==> src/rtl/alu_pkg.sv <==
// Shared opcodes, decode constants, FSM states and instruction decode for alu_exec_unit.
// Macro ALU_MULDIV_EN enables the M-extension encodings and the CALC state.
package alu_pkg;

  typedef enum logic [4:0] {
    OPADD, OPSUB, OPAND, OPOR, OPXOR, OPSLT, OPSLTU, OPSLL, OPSRL, OPSRA, OPLUI,
    OPMUL, OPMULH, OPMULHSU, OPMULHU, OPDIV, OPDIVU, OPREM, OPREMU, OPILL
  } op_e;

  localparam logic [1:0] ALUOP_ADD   = 2'b00;
  localparam logic [1:0] ALUOP_SUB   = 2'b01;
  localparam logic [1:0] ALUOP_RTYPE = 2'b10;
  localparam logic [1:0] ALUOP_LUI   = 2'b11;

  localparam logic [2:0] F3_ADD  = 3'b000;
  localparam logic [2:0] F3_SLL  = 3'b001;
  localparam logic [2:0] F3_SLT  = 3'b010;
  localparam logic [2:0] F3_SLTU = 3'b011;
  localparam logic [2:0] F3_XOR  = 3'b100;
  localparam logic [2:0] F3_SRL  = 3'b101;
  localparam logic [2:0] F3_OR   = 3'b110;
  localparam logic [2:0] F3_AND  = 3'b111;

  localparam logic [6:0] F7_BASE   = 7'b0000000;
  localparam logic [6:0] F7_ALT    = 7'b0100000;
  localparam logic [6:0] F7_MULDIV = 7'b0000001;

  typedef enum logic [1:0] {
    S_IDLE,
`ifdef ALU_MULDIV_EN
    S_CALC,
`endif
    S_DONE
  } state_e;

  function automatic logic isMulDiv(input op_e op);
    return op inside {OPMUL, OPMULH, OPMULHSU, OPMULHU, OPDIV, OPDIVU, OPREM, OPREMU};
  endfunction

  // Anything not matched falls through to OPILL, which completes with result 0.
  function automatic op_e decodeOp(input logic [1:0] aluOp, input logic [2:0] f3,
                                   input logic [6:0] f7);
    op_e op;
    op = OPILL;
    case (aluOp)
      ALUOP_ADD: op = OPADD;
      ALUOP_SUB: op = OPSUB;
      ALUOP_LUI: op = OPLUI;
      default: begin
        if (f7 == F7_BASE) begin
          case (f3)
            F3_ADD:  op = OPADD;
            F3_SLL:  op = OPSLL;
            F3_SLT:  op = OPSLT;
            F3_SLTU: op = OPSLTU;
            F3_XOR:  op = OPXOR;
            F3_SRL:  op = OPSRL;
            F3_OR:   op = OPOR;
            default: op = OPAND;
          endcase
        end else if (f7 == F7_ALT) begin
          if (f3 == F3_ADD) op = OPSUB;
          else if (f3 == F3_SRL) op = OPSRA;
        end
`ifdef ALU_MULDIV_EN
        else if (f7 == F7_MULDIV) begin
          case (f3)
            3'd0:    op = OPMUL;
            3'd1:    op = OPMULH;
            3'd2:    op = OPMULHSU;
            3'd3:    op = OPMULHU;
            3'd4:    op = OPDIV;
            3'd5:    op = OPDIVU;
            3'd6:    op = OPREM;
            default: op = OPREMU;
          endcase
        end
`endif
      end
    endcase
    return op;
  endfunction

endpackage

==> src/rtl/muldiv_iter.sv <==
// Iterative multiply (shift-add) and restoring divide, one bit per cycle for XLEN cycles.
// Instantiated by alu_exec_unit only when ALU_MULDIV_EN is defined.
module muldiv_iter
  import alu_pkg::*;
#(
  parameter int XLEN = 32
) (
  input  logic            clk,
  input  logic            rst_n,
  input  logic            start_i,
  input  op_e             op_i,
  input  logic [XLEN-1:0] a_i,
  input  logic [XLEN-1:0] b_i,
  output logic            done_o,
  output logic [XLEN-1:0] result_o
);
  localparam int CW = $clog2(XLEN);

  logic            busy_q;
  logic [CW-1:0]   cnt_q;
  op_e             op_q;
  logic            neg_q;
  logic [XLEN-1:0] hi_q, lo_q, dvs_q;
  logic [XLEN-1:0] hi_d, lo_d;
  logic            sa, sb, isMul;
  logic [XLEN-1:0] magA, magB;
  logic [XLEN:0]   sum, remSh;
  logic [2*XLEN-1:0] prod;

  // Both algorithms run on magnitudes; the sign is reapplied to the final value.
  always_comb begin
    sa   = (op_i inside {OPMULH, OPMULHSU, OPDIV, OPREM}) && a_i[XLEN-1];
    sb   = (op_i inside {OPMULH, OPDIV, OPREM}) && b_i[XLEN-1];
    magA = sa ? -a_i : a_i;
    magB = sb ? -b_i : b_i;
  end

  always_comb begin
    isMul = op_q inside {OPMUL, OPMULH, OPMULHSU, OPMULHU};
    sum   = {1'b0, hi_q} + (lo_q[0] ? {1'b0, dvs_q} : '0);
    remSh = {hi_q, lo_q[XLEN-1]};
    if (isMul) begin
      hi_d = sum[XLEN:1];
      lo_d = {sum[0], lo_q[XLEN-1:1]};
    end else if (remSh >= {1'b0, dvs_q}) begin
      hi_d = remSh[XLEN-1:0] - dvs_q;
      lo_d = {lo_q[XLEN-2:0], 1'b1};
    end else begin
      hi_d = remSh[XLEN-1:0];
      lo_d = {lo_q[XLEN-2:0], 1'b0};
    end
    prod = neg_q ? -{hi_d, lo_d} : {hi_d, lo_d};
    case (op_q)
      OPMUL:                     result_o = prod[XLEN-1:0];
      OPMULH, OPMULHSU, OPMULHU: result_o = prod[2*XLEN-1:XLEN];
      OPDIV, OPDIVU:             result_o = neg_q ? -lo_d : lo_d;
      default:                   result_o = neg_q ? -hi_d : hi_d;
    endcase
    done_o = busy_q && (cnt_q == CW'(XLEN - 1));
  end

  // A zero divisor needs no special path: every step subtracts, giving all-ones and op_a.
  always_ff @(posedge clk or negedge rst_n) begin
    if (!rst_n) begin
      busy_q <= 1'b0;
      cnt_q  <= '0;
      op_q   <= OPMUL;
      neg_q  <= 1'b0;
      hi_q   <= '0;
      lo_q   <= '0;
      dvs_q  <= '0;
    end else if (start_i) begin
      busy_q <= 1'b1;
      cnt_q  <= '0;
      op_q   <= op_i;
      hi_q   <= '0;
      if (op_i inside {OPMUL, OPMULH, OPMULHSU, OPMULHU}) begin
        lo_q  <= magB;
        dvs_q <= magA;
        neg_q <= sa ^ sb;
      end else begin
        lo_q  <= magA;
        dvs_q <= magB;
        neg_q <= (op_i inside {OPDIV, OPDIVU}) ? ((sa ^ sb) && (b_i != '0)) : sa;
      end
    end else if (busy_q) begin
      hi_q  <= hi_d;
      lo_q  <= lo_d;
      cnt_q <= cnt_q + 1'b1;
      if (done_o) busy_q <= 1'b0;
    end
  end

endmodule

==> src/rtl/alu_exec_unit.sv <==
// ALU execution unit with valid/ready request and result handshakes (IDLE/CALC/DONE).
// Define ALU_MULDIV_EN to add the iterative M-extension path through muldiv_iter.
module alu_exec_unit
  import alu_pkg::*;
#(
  parameter int XLEN = 32
) (
  input  logic            clk,
  input  logic            rst_n,
  input  logic            in_valid,
  output logic            in_ready,
  input  logic [1:0]      alu_op,
  input  logic [2:0]      funct3,
  input  logic [6:0]      funct7,
  input  logic [XLEN-1:0] op_a,
  input  logic [XLEN-1:0] op_b,
  output logic            out_valid,
  input  logic            out_ready,
  output logic [XLEN-1:0] result,
  output logic            illegal
);
  localparam int SHW = $clog2(XLEN);

  state_e          state_q, state_d;
  logic [XLEN-1:0] result_q, result_d;
  logic            illegal_q, illegal_d;
  logic            accept;
  op_e             opDec;
  logic [SHW-1:0]  shamt;
  logic [XLEN-1:0] aluRes;

  assign in_ready  = (state_q == S_IDLE);
  assign out_valid = (state_q == S_DONE);
  assign result    = result_q;
  assign illegal   = illegal_q;
  assign accept    = in_valid && in_ready;
  assign opDec     = decodeOp(alu_op, funct3, funct7);
  assign shamt     = op_b[SHW-1:0];

  always_comb begin
    aluRes = '0;
    case (opDec)
      OPADD:   aluRes = op_a + op_b;
      OPSUB:   aluRes = op_a - op_b;
      OPAND:   aluRes = op_a & op_b;
      OPOR:    aluRes = op_a | op_b;
      OPXOR:   aluRes = op_a ^ op_b;
      OPSLT:   aluRes = {{(XLEN-1){1'b0}}, $signed(op_a) < $signed(op_b)};
      OPSLTU:  aluRes = {{(XLEN-1){1'b0}}, op_a < op_b};
      OPSLL:   aluRes = op_a << shamt;
      OPSRL:   aluRes = op_a >> shamt;
      OPSRA:   aluRes = XLEN'($signed(op_a) >>> shamt);
      OPLUI:   aluRes = op_b;
      default: aluRes = '0;
    endcase
  end

`ifdef ALU_MULDIV_EN
  logic            mdDone;
  logic [XLEN-1:0] mdResult;

  muldiv_iter #(.XLEN(XLEN)) u_muldiv (
    .clk      (clk),
    .rst_n    (rst_n),
    .start_i  (accept && isMulDiv(opDec)),
    .op_i     (opDec),
    .a_i      (op_a),
    .b_i      (op_b),
    .done_o   (mdDone),
    .result_o (mdResult)
  );
`endif

  // Single-cycle results are latched at acceptance; M ops latch when the iterator finishes.
  always_comb begin
    state_d   = state_q;
    result_d  = result_q;
    illegal_d = illegal_q;
    case (state_q)
      S_IDLE: begin
        if (in_valid) begin
          result_d  = aluRes;
          illegal_d = (opDec == OPILL);
          state_d   = S_DONE;
`ifdef ALU_MULDIV_EN
          if (isMulDiv(opDec)) state_d = S_CALC;
`endif
        end
      end
`ifdef ALU_MULDIV_EN
      S_CALC: begin
        if (mdDone) begin
          result_d = mdResult;
          state_d  = S_DONE;
        end
      end
`endif
      S_DONE: begin
        if (out_ready) state_d = S_IDLE;
      end
      default: state_d = S_IDLE;
    endcase
  end

  always_ff @(posedge clk or negedge rst_n) begin
    if (!rst_n) begin
      state_q   <= S_IDLE;
      result_q  <= '0;
      illegal_q <= 1'b0;
    end else begin
      state_q   <= state_d;
      result_q  <= result_d;
      illegal_q <= illegal_d;
    end
  end

endmodule

==> config.mk <==
export PLATFORM = sky130hd
export DESIGN_NAME = alu_exec_unit
export DESIGN_NICKNAME = d
export VERILOG_FILES = /design/src/rtl/alu_pkg.sv /design/src/rtl/muldiv_iter.sv /design/src/rtl/alu_exec_unit.sv
export SDC_FILE = /design/constraint.sdc
export NUM_CORES = 1
export LEC_CHECK = 0
export BUFFER_PORTS_ARGS = -buffer_cell sky130_fd_sc_hd__buf_2
export CELL_PAD_IN_SITES_DETAIL_PLACEMENT = 1
export CELL_PAD_IN_SITES_GLOBAL_PLACEMENT = 1
export CORE_UTILIZATION = 41
export CTS_CLUSTER_SIZE = 25
export DETAILED_ROUTE_END_ITERATION = 8
export PLACE_DENSITY = 0.87
export SLEW_MARGIN = 15
export SYNTH_ARGS = -nofsm -noshare
export SYNTH_HDL_FRONTEND = slang
export SYNTH_HIERARCHICAL = 1
export SYNTH_SLANG_ARGS = --single-unit
export TNS_END_PERCENT = 10
==> constraint.sdc <==
create_clock -name clk -period 1.8 [get_ports clk]
set_clock_uncertainty 0.1 [all_clocks]
set_input_delay 0 -clock clk [delete_from_list [all_inputs] [get_ports clk]]
set_output_delay 0 -clock clk [all_outputs]
set_load 0.01 [all_outputs]
==> results.py, run 1 <==
metrics = {
    "status": {
        "status": "did not finish",
        "stop_stage": "5_1_grt",
        "error_line": "[ERROR GRT-0116] Global routing finished with congestion. Check the congestion regions in the DRC Viewer.",
    },
    "global_routing": {
        "track_usage_pct": 84.6,
        "grt_pass1_wl_microns": 167000,
        "grt_max_degree": 70,
        "first_global_vias": 22700,
        "grt-ovfl-total": 313,
    },
    "yosys": {
        "synth.area.top_cells": "ha_1 (12%), mux4_2 (8.2%), dfrtp_1 (8.1%)",
        "ys_warn_count": 6,
        "syn_area_sq_um": 10500,
        "synth_seq_cells": 34,
        "yosysSeqAreaShare_pct": 8.14,
        "synth_most_common_cell": "nor2_1",
        "synth_cells": 1478,
        "synth_cell_type_count": 84,
        "synth_edf_count": 0,
        "synth_top_cell_by_area": "ha_1",
        "syn_avg_cell_area_sq_um": 7.08,
        "synth_nets": 1657,
        "synth_common_cells": "nor2_1 (163), a21oi_1 (162), nand2_1 (123)",
        "synth_top_flop_cell": "dfrtp_1",
        "ys_async_sr_fraction_pct": 100,
        "synth_top_area_share_pct": 11.6,
    },
    "placed_design": {
        "io_buffers": 114,
        "globalplace.congestion": 1.14,
        "place_area_sq_um": 15300,
        "dp_hpwl_microns": 57900,
    },
    "clock_tree": {
        "htreeDepth": 2,
        "numCtsBuffers": 5,
        "cts_root_buf": "clkbuf_16",
        "clock_path_buffers": 2,
        "clock-sinks": 34,
    },
    "floorplanning": {
        "die_h_microns": 162,
        "num_io_pins": 115,
        "rows": 58,
        "die_width_microns": 162,
        "initial_utilization_pct": 41.6,
    },
}
routing by layer:
layer | GRT usage (%) | GRT overflow
met3 | 72.7 | 6
met2 | 97.4 | 181
met4 | 88.0 | 123
met5 | 39.8 | 0
met1 | 84.3 | 3
repair_timing:
action | in CTS
setup buffers | 14
gates cloned | 2
resized for setup | 181
endpoints found under the setup margin | 32
hold buffers | 2
pin swaps | 47
hold endpoints to repair | 35
stage by stage:
stage	hold WS (ps)	std cells	setup slack, ps	setup TNS [ps]	utilization (%)
after floorplan	-396	1478	-1060	-20700	-
after global placement	-101	2341	-1070	-27860	60.8
after detailed placement	-87.2	2341	-1460	-35410	60.8
after CTS	54.8	2367	-709	-16470	64.8
logic make-up after synthesis:
group                      share of synthesized area [%]
muxes                                               14.7
adders and majority gates                           12.0
AOI/OAI and AO/OA                                   36.7
DFF                                                 8.14
and+or+nand+nor                                     18.8
buffers and inverters                               8.55
xor gates and xnor gates                            1.09
==> run 2: changes to the inputs <==
--- a/config.mk
+++ b/config.mk
@@ -6,12 +6,9 @@
 export NUM_CORES = 1
 export LEC_CHECK = 0
 export BUFFER_PORTS_ARGS = -buffer_cell sky130_fd_sc_hd__buf_2
-export CELL_PAD_IN_SITES_DETAIL_PLACEMENT = 1
-export CELL_PAD_IN_SITES_GLOBAL_PLACEMENT = 1
-export CORE_UTILIZATION = 41
-export CTS_CLUSTER_SIZE = 25
+export CORE_UTILIZATION = 40
 export DETAILED_ROUTE_END_ITERATION = 8
-export PLACE_DENSITY = 0.87
+export PLACE_DENSITY_LB_ADDON = 0.15
 export SLEW_MARGIN = 15
 export SYNTH_ARGS = -nofsm -noshare
 export SYNTH_HDL_FRONTEND = slang
==> constraint.sdc (replaced) <==
create_clock -name clk -period 2.35 [get_ports clk]
set_clock_uncertainty 0.1 [all_clocks]
set_input_delay 0 -clock clk [delete_from_list [all_inputs] [get_ports clk]]
set_output_delay 0 -clock clk [all_outputs]
set_load 0.01 [all_outputs]
==> results.py, run 2 <==
metrics = {
    "timing": {
        "setup_violations": 10,
        "worst_pin_slew_ps": 651,
        "slew_headroom_pct": 56.6,
        "final.min_clock_period_ps": 2450,
        "hold_violations": 0,
        "slew_viol_final": 0,
        "finalCritPeriodShare_pct": 104,
        "rsz0062_at_grt": "yes",
        "fmax_mhz": 408,
        "layout_setup_ws_ps": -101,
    },
    "global_routing": {
        "grt_max_degree": 40,
        "grt-ovfl-total": 0,
        "grt_pass1_wl_microns": 85400,
        "track_usage_pct": 42.4,
        "first_global_vias": 14200,
        "antenna_found_initial": 1,
    },
    "route": {
        "via_per_inst": 6.25,
        "vias": 14600,
        "drt-total-wl_microns": 56900,
        "remaining_drc_errors": 0,
        "drt_iter0_drc": 1689,
        "dr.pass1.iters": 6,
        "ant_nets": 0,
        "wire_per_inst_microns": 24.4,
    },
    "yosys": {
        "synth_cell_type_count": 84,
        "synth_top_flop_cell": "dfrtp_1",
        "synth_top_cell_by_area": "ha_1",
        "synth_edf_count": 0,
        "syn_avg_cell_area_sq_um": 7.08,
        "synth_top_area_share_pct": 11.6,
        "synth_seq_cells": 34,
        "syn_area_sq_um": 10500,
        "ys_async_sr_fraction_pct": 100,
        "yosysSeqAreaShare_pct": 8.14,
        "synth.area.top_cells": "ha_1 (12%), mux4_2 (8.2%), dfrtp_1 (8.1%)",
        "synth_nets": 1657,
        "synth_cells": 1478,
        "synth_common_cells": "nor2_1 (163), a21oi_1 (162), nand2_1 (123)",
        "ys_warn_count": 6,
        "synth_most_common_cell": "nor2_1",
    },
    "floorplanning": {
        "coreArea_sq_um": 25400,
        "die_width_microns": 164,
        "rows": 58,
        "die_h_microns": 164,
        "initial_utilization_pct": 41.2,
        "num_io_pins": 115,
        "fp.dieArea_sq_um": 26800,
    },
    "clock_tree": {
        "clock_latency_ps": 300,
        "clock-sinks": 34,
        "cts_root_buf": "clkbuf_16",
        "htreeDepth": 2,
        "clock_path_buffers": 2,
        "clk_pin_slew_ps": 70,
        "cts_tree": "done",
        "numCtsBuffers": 5,
    },
    "placed_design": {
        "place_area_sq_um": 14800,
        "dpl_worst_slack_ps": -654,
        "globalplace.congestion": 1.06,
        "dp_hpwl_microns": 45800,
        "io_buffers": 114,
    },
    "worst_setup_path": {
        "reg2regPathDepth": 8,
        "worst-r2r-setup-slack_ps": 160,
        "worstSetupPathType": "input pin to register",
        "end_kind": "register",
        "arrival_ps": 2540,
        "required_ps": 2440,
        "cp-startpoint": "op_a[10]",
        "start_kind": "input pin",
        "crit_fanout": 5,
        "r2r-start": "state_q[0]",
        "r2r-end": "result[14]",
    },
    "final_layout": {
        "design_area_sq_um": 15700,
        "drive_above_1_share_pct": 40.3,
        "fin_util_pct": 61.9,
        "final_cell_mix": "buf_4 (494), nor2_1 (161), a21oi_1 (148), nand2_1 (122), o21ai_0 (112)",
        "largest_register_ffs": 32,
        "layout_commonest_cell": "buf_4",
        "diodes": 0,
        "nets": 2177,
        "area_growth_pct": 50.5,
    },
    "worst_hold_path": {
        "min_path_type": "input pin to register",
        "min_path_cells": 4,
        "hold_end": "result[22]",
        "hp-start": "op_b[22]",
    },
    "status": {
        "status": "finished with violations",
        "violations": "negative setup slack",
    },
    "power": {
        "power_mw": 5.65,
        "p_per_area_nw_per_um2": 359,
        "p_leak_nw": 7.28,
        "max-vdd-ir-drop_mv": 0.270,
    },
    "run": {
        "drv_cap": 0,
    },
}
==> run 2: cell counts after synthesis <==
Identical to the previous run, type by type.
==> run 2: final cells by class <==
type,count,area [sq um]
clock buffers,7,143
clock inverters,1,5.00
fillers,2392,9670
inverters,97,380
multi-input cells,1228,9270
flip-flops and latches,34,851
well taps,330,413
repair buffers,632,4670
==> run 2: metrics by stage <==
step                hold slack (ps)  instances  setup TNS, ps
floorplan                      -396       1478          -5300
global placement               -118       2302         -11850
detailed placement             -116       2302         -12600
CTS                            13.8       2328           -210
global route                   33.7       2329          -2060
finish                         10.6       2329           -352
==> run 2: cells by family after synthesis <==
kind of cell / synth area share (%)
AOI/OAI and AO/OA: 36.7
xor gates and xnor gates: 1.09
adders and majority gates: 12.0
buffers and inverters: 8.55
DFF: 8.14
muxes: 14.7
and+or+nand+nor: 18.8
==> run 2: critical path, stage by stage <==
cell	delay [ps]
buf_2	110
inv_2	70
ha_4	200
buf_6	130
buf_12	120
a221oi_2	250
buf_4	170
o41ai_4	70
o32a_1	410
a31o_4	280
buf_4	150
o2111ai_2	160
a221o_1	180
o311a_1	170
nand3_1	70
==> run 2: worst max path at each step <==
stage | depth (start not counted) | slack, ps | to
finish | 15 | -100 | result[30]
global route | 17 | -170 | result[27]
CTS | 14 | -60 | result[28]
detailed placement | 13 | -650 | result[24]
global placement | 14 | -560 | result[0]
floorplan | 14 | -510 | result[24]
==> run 2: power breakdown <==
group,internal (mW),switching [mW],total [mW]
Clock,0.423,0.325,0.748
Sequential,0.737,0.100,0.838
Combinational,1.88,2.18,4.06
==> run 2: timing repair <==
action,4_1_cts,5_1_grt
setup buffers,14,1
setup endpoints to repair,21,24
pin swaps,26,13
hold buffers,4,0
hold endpoints to repair,17,0
gates resized for setup,79,53
==> run 2: metal layers <==
| metal | vias to the layer above | wire (microns) | track usage (%) |
|---|---|---|---|
| li1 | 6604 | - | - |
| met1 | 6963 | 22500 | 52.2 |
| met2 | 808 | 26000 | 70.7 |
| met3 | 183 | 4650 | 6.16 |
| met4 | 0 | 3750 | 24.3 |
| met5 | - | 0 | 0 |
No activity file was read; power rests on OpenSTA's default activity.
==> run 3: changes to the inputs <==
--- a/config.mk
+++ b/config.mk
@@ -5,9 +5,9 @@
 export SDC_FILE = /design/constraint.sdc
 export NUM_CORES = 1
 export LEC_CHECK = 0
-export BUFFER_PORTS_ARGS = -buffer_cell sky130_fd_sc_hd__buf_2
 export CORE_UTILIZATION = 40
 export DETAILED_ROUTE_END_ITERATION = 8
+export DONT_BUFFER_PORTS = 1
 export PLACE_DENSITY_LB_ADDON = 0.15
 export SLEW_MARGIN = 15
 export SYNTH_ARGS = -nofsm -noshare
==> results.py, run 3 (synthesis gave the netlist of run 2 again) <==
metrics = {
    "route": {
        "vias": 13200,
        "dr.pass1.iters": 5,
        "top_layer": "met4",
        "drt_iter0_drc": 1481,
        "drt-total-wl_microns": 54600,
        "remaining_drc_errors": 0,
        "wire_per_inst_microns": 27.2,
        "ant_nets": 0,
        "wl_met2_microns": 25100,
        "met3WireLength_microns": 5150,
        "via_per_inst": 6.60,
        "drt-met1-wl_microns": 21200,
    },
    "power": {
        "p_per_area_nw_per_um2": 352,
        "max-vdd-ir-drop_mv": 0.237,
        "p_leak_nw": 5.80,
    },
    "placed_design": {
        "globalplace.congestion": 1.01,
        "io_buffers": 0,
        "dp_hpwl_microns": 42100,
        "place_inst": 1969,
    },
    "timing": {
        "slew_headroom_pct": 57.1,
        "worst_pin_slew_ps": 625,
        "rsz0062_at_grt": "yes",
        "setup_violations": 0,
        "worst_hold_slack_ps": -0.951,
        "final.min_clock_period_ps": 2270,
        "fmax_mhz": 441,
        "hold_violations": 1,
        "slew_viol_final": 0,
        "finalSetupTns_ps": 0,
        "finalCritPeriodShare_pct": 96.5,
    },
    "worst_hold_path": {
        "min_path_type": "input pin to register",
    },
    "clock_tree": {
        "clk_pin_slew_ps": 70,
        "numCtsBuffers": 5,
        "clock_path_buffers": 2,
        "htreeDepth": 2,
        "cts_tree": "done",
        "clock_latency_ps": 300,
        "clock-sinks": 34,
        "cts_root_buf": "clkbuf_16",
    },
    "worst_setup_path": {
        "crit_fanout": 7,
        "worstSetupPathType": "input pin to register",
        "end_kind": "register",
        "required_ps": 2410,
        "arrival_ps": 2330,
        "worst-r2r-setup-slack_ps": 200,
        "start_kind": "input pin",
    },
    "final_layout": {
        "finalNonFillerCells": 2007,
        "largest_register_ffs": 32,
        "drive_above_1_share_pct": 25.6,
        "layout_commonest_cell": "buf_4",
        "nets": 1855,
        "diodes": 0,
        "fill_cells": 2550,
        "area_growth_pct": 28.5,
        "final_cell_mix": "buf_4 (271), nor2_1 (159), a21oi_1 (157), nand2_1 (123), o21ai_0 (116)",
    },
    "floorplanning": {
        "die_width_microns": 164,
        "coreArea_sq_um": 25400,
        "num_io_pins": 115,
        "die_h_microns": 164,
        "initial_utilization_pct": 41.2,
        "rows": 58,
        "fp.dieArea_sq_um": 26800,
    },
    "run": {
        "drv_cap": 0,
    },
    "global_routing": {
        "grt-ovfl-total": 0,
        "track_usage_pct": 40.3,
        "grt_pass1_wl_microns": 80200,
        "grt_max_degree": 91,
        "first_global_vias": 12500,
        "antenna_found_initial": 0,
    },
    "status": {
        "status": "finished with violations",
        "violations": "negative hold slack",
    },
}
## run 3: cell types whose count changed in the layout (fill, tap and decap cells not counted), moves of 4 or more
cell           before  now
a21oi_1           148  157
a21oi_2            14    5
buf_2             106    0
buf_4             494  271
buf_6              19    4
dlygate4sd3_1       4   25
ha_2                6    2
inv_1              83   89
mux2i_1            44   50
mux2i_2             5    0
nor2_2              0    4
o21ai_0           112  116
## run 3: cell type report
cell class                 count  area (sq um)  area share, %
timing repair buffer         310          2540           18.9
tap                          330           413           3.07
clock buffer                   7           143           1.06
clock inverter                 1          5.00         0.0373
inverter                      97           373           2.78
multi-input combinational   1228          9110           67.8
sequential                    34           851           6.33
## run 3: what timing repair did
item                                    CTS  global route
endpoints found under the setup margin   14            18
setup buffers                             0             4
resized for setup                        11            57
hold endpoints to repair                 56             0
pin swaps                                 8            26
hold buffers                             26             0
## run 3: path summary, 6_finish.rpt
kind                            startpoint         end  cells past startpoint
worst max-delay path               op_a[7]  result[26]                     12
worst min-delay path              op_a[30]   result[0]                      4
worst max register to register  state_q[0]  result[27]                     10
worst min register to register     illegal     illegal                      2
max in group asynchronous            rst_n  result[14]                      2
min in group asynchronous            rst_n   result[0]                      2
## run 3: metrics by stage
| step | area (sq um) | utilization [%] | hold slack [ps] | setup WS (ps) | total power [mW] |
|---|---|---|---|---|---|
| 2_1_floorplan | 10600 | - | -396 | -515 | 2.69 |
| 3_3_place_gp | 12700 | 49.9 | -393 | -500 | 3.76 |
| 3_5_place_dp | 12700 | 49.9 | -393 | -508 | 3.76 |
| 4_1_cts | 13100 | 51.7 | 5.51 | -50.3 | 4.59 |
| 5_1_grt | 13400 | 52.9 | 19.3 | -51.2 | 4.99 |
| 6_report | 13400 | 52.9 | -0.951 | 81.9 | 4.73 |
## run 3: power breakdown
group	leakage, nW	internal (mW)	switching, mW
registers	0.396	0.738	0.207
clock network	0.0739	0.422	0.312
logic	5.33	1.40	1.66
total	5.80	2.56	2.18
## run 3: metal layers
layer  up-vias  track usage (%)
met5         -                0
met4         0             19.3
met3       163             7.90
met2       769             66.8
met1      6355             49.9
li1       5952                -
## run 3: worst max-delay path: stages
cell and delay [ps]:
inv_1 60, ha_1 410, a21oi_1 210, o211ai_1 120, buf_4 160, a211oi_2 340, a21oi_2 140, a21oi_2 170
nor2_1 80, a311o_1 350, o22ai_1 180, a31oi_1 100
==> run 4: changes to the inputs <==
--- a/config.mk
+++ b/config.mk
@@ -5,11 +5,11 @@
 export SDC_FILE = /design/constraint.sdc
 export NUM_CORES = 1
 export LEC_CHECK = 0
-export CORE_UTILIZATION = 40
+export CORE_UTILIZATION = 30
 export DETAILED_ROUTE_END_ITERATION = 8
 export DONT_BUFFER_PORTS = 1
 export PLACE_DENSITY_LB_ADDON = 0.15
-export SLEW_MARGIN = 15
+export SLEW_MARGIN = 25
 export SYNTH_ARGS = -nofsm -noshare
 export SYNTH_HDL_FRONTEND = slang
 export SYNTH_HIERARCHICAL = 1
==> results.py, run 4 (synthesis gave the netlist of run 2 again) <==
metrics = {
    "timing": {
        "rsz0062_at_grt": "yes",
        "setup_violations": 2,
        "fmax_mhz": 417,
        "worst_pin_slew_ps": 688,
        "slew_viol_final": 0,
        "layout_setup_ws_ps": -49.6,
        "slew_headroom_pct": 52.8,
        "finalCritPeriodShare_pct": 102,
        "final.min_clock_period_ps": 2400,
        "worst_hold_slack_ps": 0.868,
        "hold_violations": 0,
        "finalSetupTns_ps": -54.6,
    },
    "global_routing": {
        "track_usage_pct": 31.6,
        "antenna_found_initial": 0,
        "grt_pass1_wl_microns": 84200,
        "first_global_vias": 12900,
        "grt-ovfl-total": 0,
        "grt_max_degree": 91,
    },
    "route": {
        "via_per_inst": 6.10,
        "dr.pass1.iters": 6,
        "wl_met2_microns": 26300,
        "ant_nets": 0,
        "vias": 13100,
        "top_layer": "met4",
        "met3WireLength_microns": 4300,
        "remaining_drc_errors": 0,
        "drt-total-wl_microns": 56600,
        "drt_iter0_drc": 1247,
        "drt-met1-wl_microns": 23700,
        "wire_per_inst_microns": 26.3,
    },
    "final_layout": {
        "final_cell_mix": "buf_4 (294), nor2_1 (161), a21oi_1 (158), nand2_1 (122), o21ai_0 (114)",
        "largest_register_ffs": 32,
        "nets": 1873,
        "area_growth_pct": 30.2,
        "diodes": 0,
        "layout_commonest_cell": "buf_4",
        "drive_above_1_share_pct": 25.8,
    },
    "worst_setup_path": {
        "worstSetupPathType": "input pin to register",
        "critPathTopFamily": "compound AO/OA/AOI/OAI gates",
        "crit_fanout": 6,
        "end_kind": "register",
        "max_stage_delay_ps": 480,
        "cp_slowest_cell": "a311o_2",
        "start_kind": "input pin",
        "arrival_ps": 2490,
        "crit_buf_inv": 1,
        "path_cells": "inv_1, ha_4, fa_2, nor2_2, o311a_4, o22ai_4, o21ai_2, a311o_2, a2111oi_4, o211a_1, a21oi_1, o221a_2",
        "required_ps": 2440,
    },
    "placed_design": {
        "dp_hpwl_microns": 44100,
        "globalplace.congestion": 0.989,
        "io_buffers": 0,
    },
    "floorplanning": {
        "coreArea_sq_um": 34500,
        "die_h_microns": 189,
        "rows": 68,
        "num_io_pins": 115,
        "die_width_microns": 189,
        "fp.dieArea_sq_um": 35600,
        "initial_utilization_pct": 30.3,
    },
    "power": {
        "p_leak_nw": 5.87,
        "max-vdd-ir-drop_mv": 0.263,
        "p_per_area_nw_per_um2": 348,
    },
    "clock_tree": {
        "cts_tree": "done",
        "clock-sinks": 34,
        "cts_root_buf": "clkbuf_16",
        "clk_pin_slew_ps": 70,
        "clock_path_buffers": 2,
        "clock_latency_ps": 310,
        "numCtsBuffers": 5,
        "htreeDepth": 2,
    },
    "worst_hold_path": {
        "min_path_type": "input pin to register",
    },
    "status": {
        "violations": "negative setup slack",
        "status": "finished with violations",
    },
    "run": {
        "drv_cap": 0,
    },
}
==> run 4: cell count changes in the layout (fill, tap and decap cells not counted), moves of 4 or more <==
cell   delta
buf_4    +23
buf_6     -4
ha_1      +4
ha_4      -4
==> run 4: power by group <==
group | switching, mW | leakage [nW] | internal, mW | total [mW]
clock network | 0.311 | 0.0640 | 0.390 | 0.701
logic | 1.67 | 5.41 | 1.42 | 3.09
registers | 0.208 | 0.396 | 0.738 | 0.946
total | 2.19 | 5.87 | 2.55 | 4.74
==> run 4: area by class of cell <==
type / instances / area [sq um]
sequential: 34 / 851
inverter: 97 / 373
timing repair buffer: 328 / 2660
fill: 3685 / 20800
multi-input combinational: 1228 / 9030
tap: 455 / 569
clock buffer: 7 / 133
==> run 4: path summary, 6_finish.rpt <==
kind,startpoint,endpoint,slack [ps],cells after the start
hold reg to reg,illegal,illegal,470,2
setup / recovery,op_a[0],result[24],-50,12
hold / removal,op_a[30],result[0],0.9,4
setup reg to reg,state_q[0],result[29],200,8
max in group asynchronous,rst_n,result[8],1860,2
min in group asynchronous,rst_n,state_q[0],40,2
==> run 4: what timing repair did <==
action / 4_1_cts / 5_1_grt
endpoints found under the setup margin: 15 / 17
endpoints found under the hold margin: 54 / 1
gates resized for setup: 19 / 30
setup buffers: 3 / 4
gates cloned: 0 / 0
pin swaps: 8 / 23
hold buffers: 22 / 1
==> run 4: metal layers <==
metal | up-vias | track usage [%]
met5 | - | 0
met2 | 593 | 51.9
met4 | 0 | 12.4
li1 | 5995 | -
met1 | 6410 | 40.6
met3 | 113 | 5.81
==> run 4: stage by stage <==
step	std cells	instance area (sq um)	utilization, %	power, mW	setup WS [ps]
3_3_place_gp	2112	13000	37.6	3.84	-582
3_5_place_dp	2112	13000	37.6	3.84	-543
2_1_floorplan	1478	10600	-	2.69	-515
6_report	2149	13600	39.5	4.74	-49.6
4_1_cts	2144	13400	39.0	4.66	-42.5
5_1_grt	2149	13600	39.5	5.02	-113
==> run 4: worst register-to-register path, delay by kind of cell (launching register included) <==
| family | cells | cell delay [ps] |
|---|---|---|
| AOI/OAI and AO/OA | 3 | 720 |
| and+or+nand+nor | 3 | 470 |
| DFF | 1 | 440 |
| buffers and inverters | 2 | 300 |
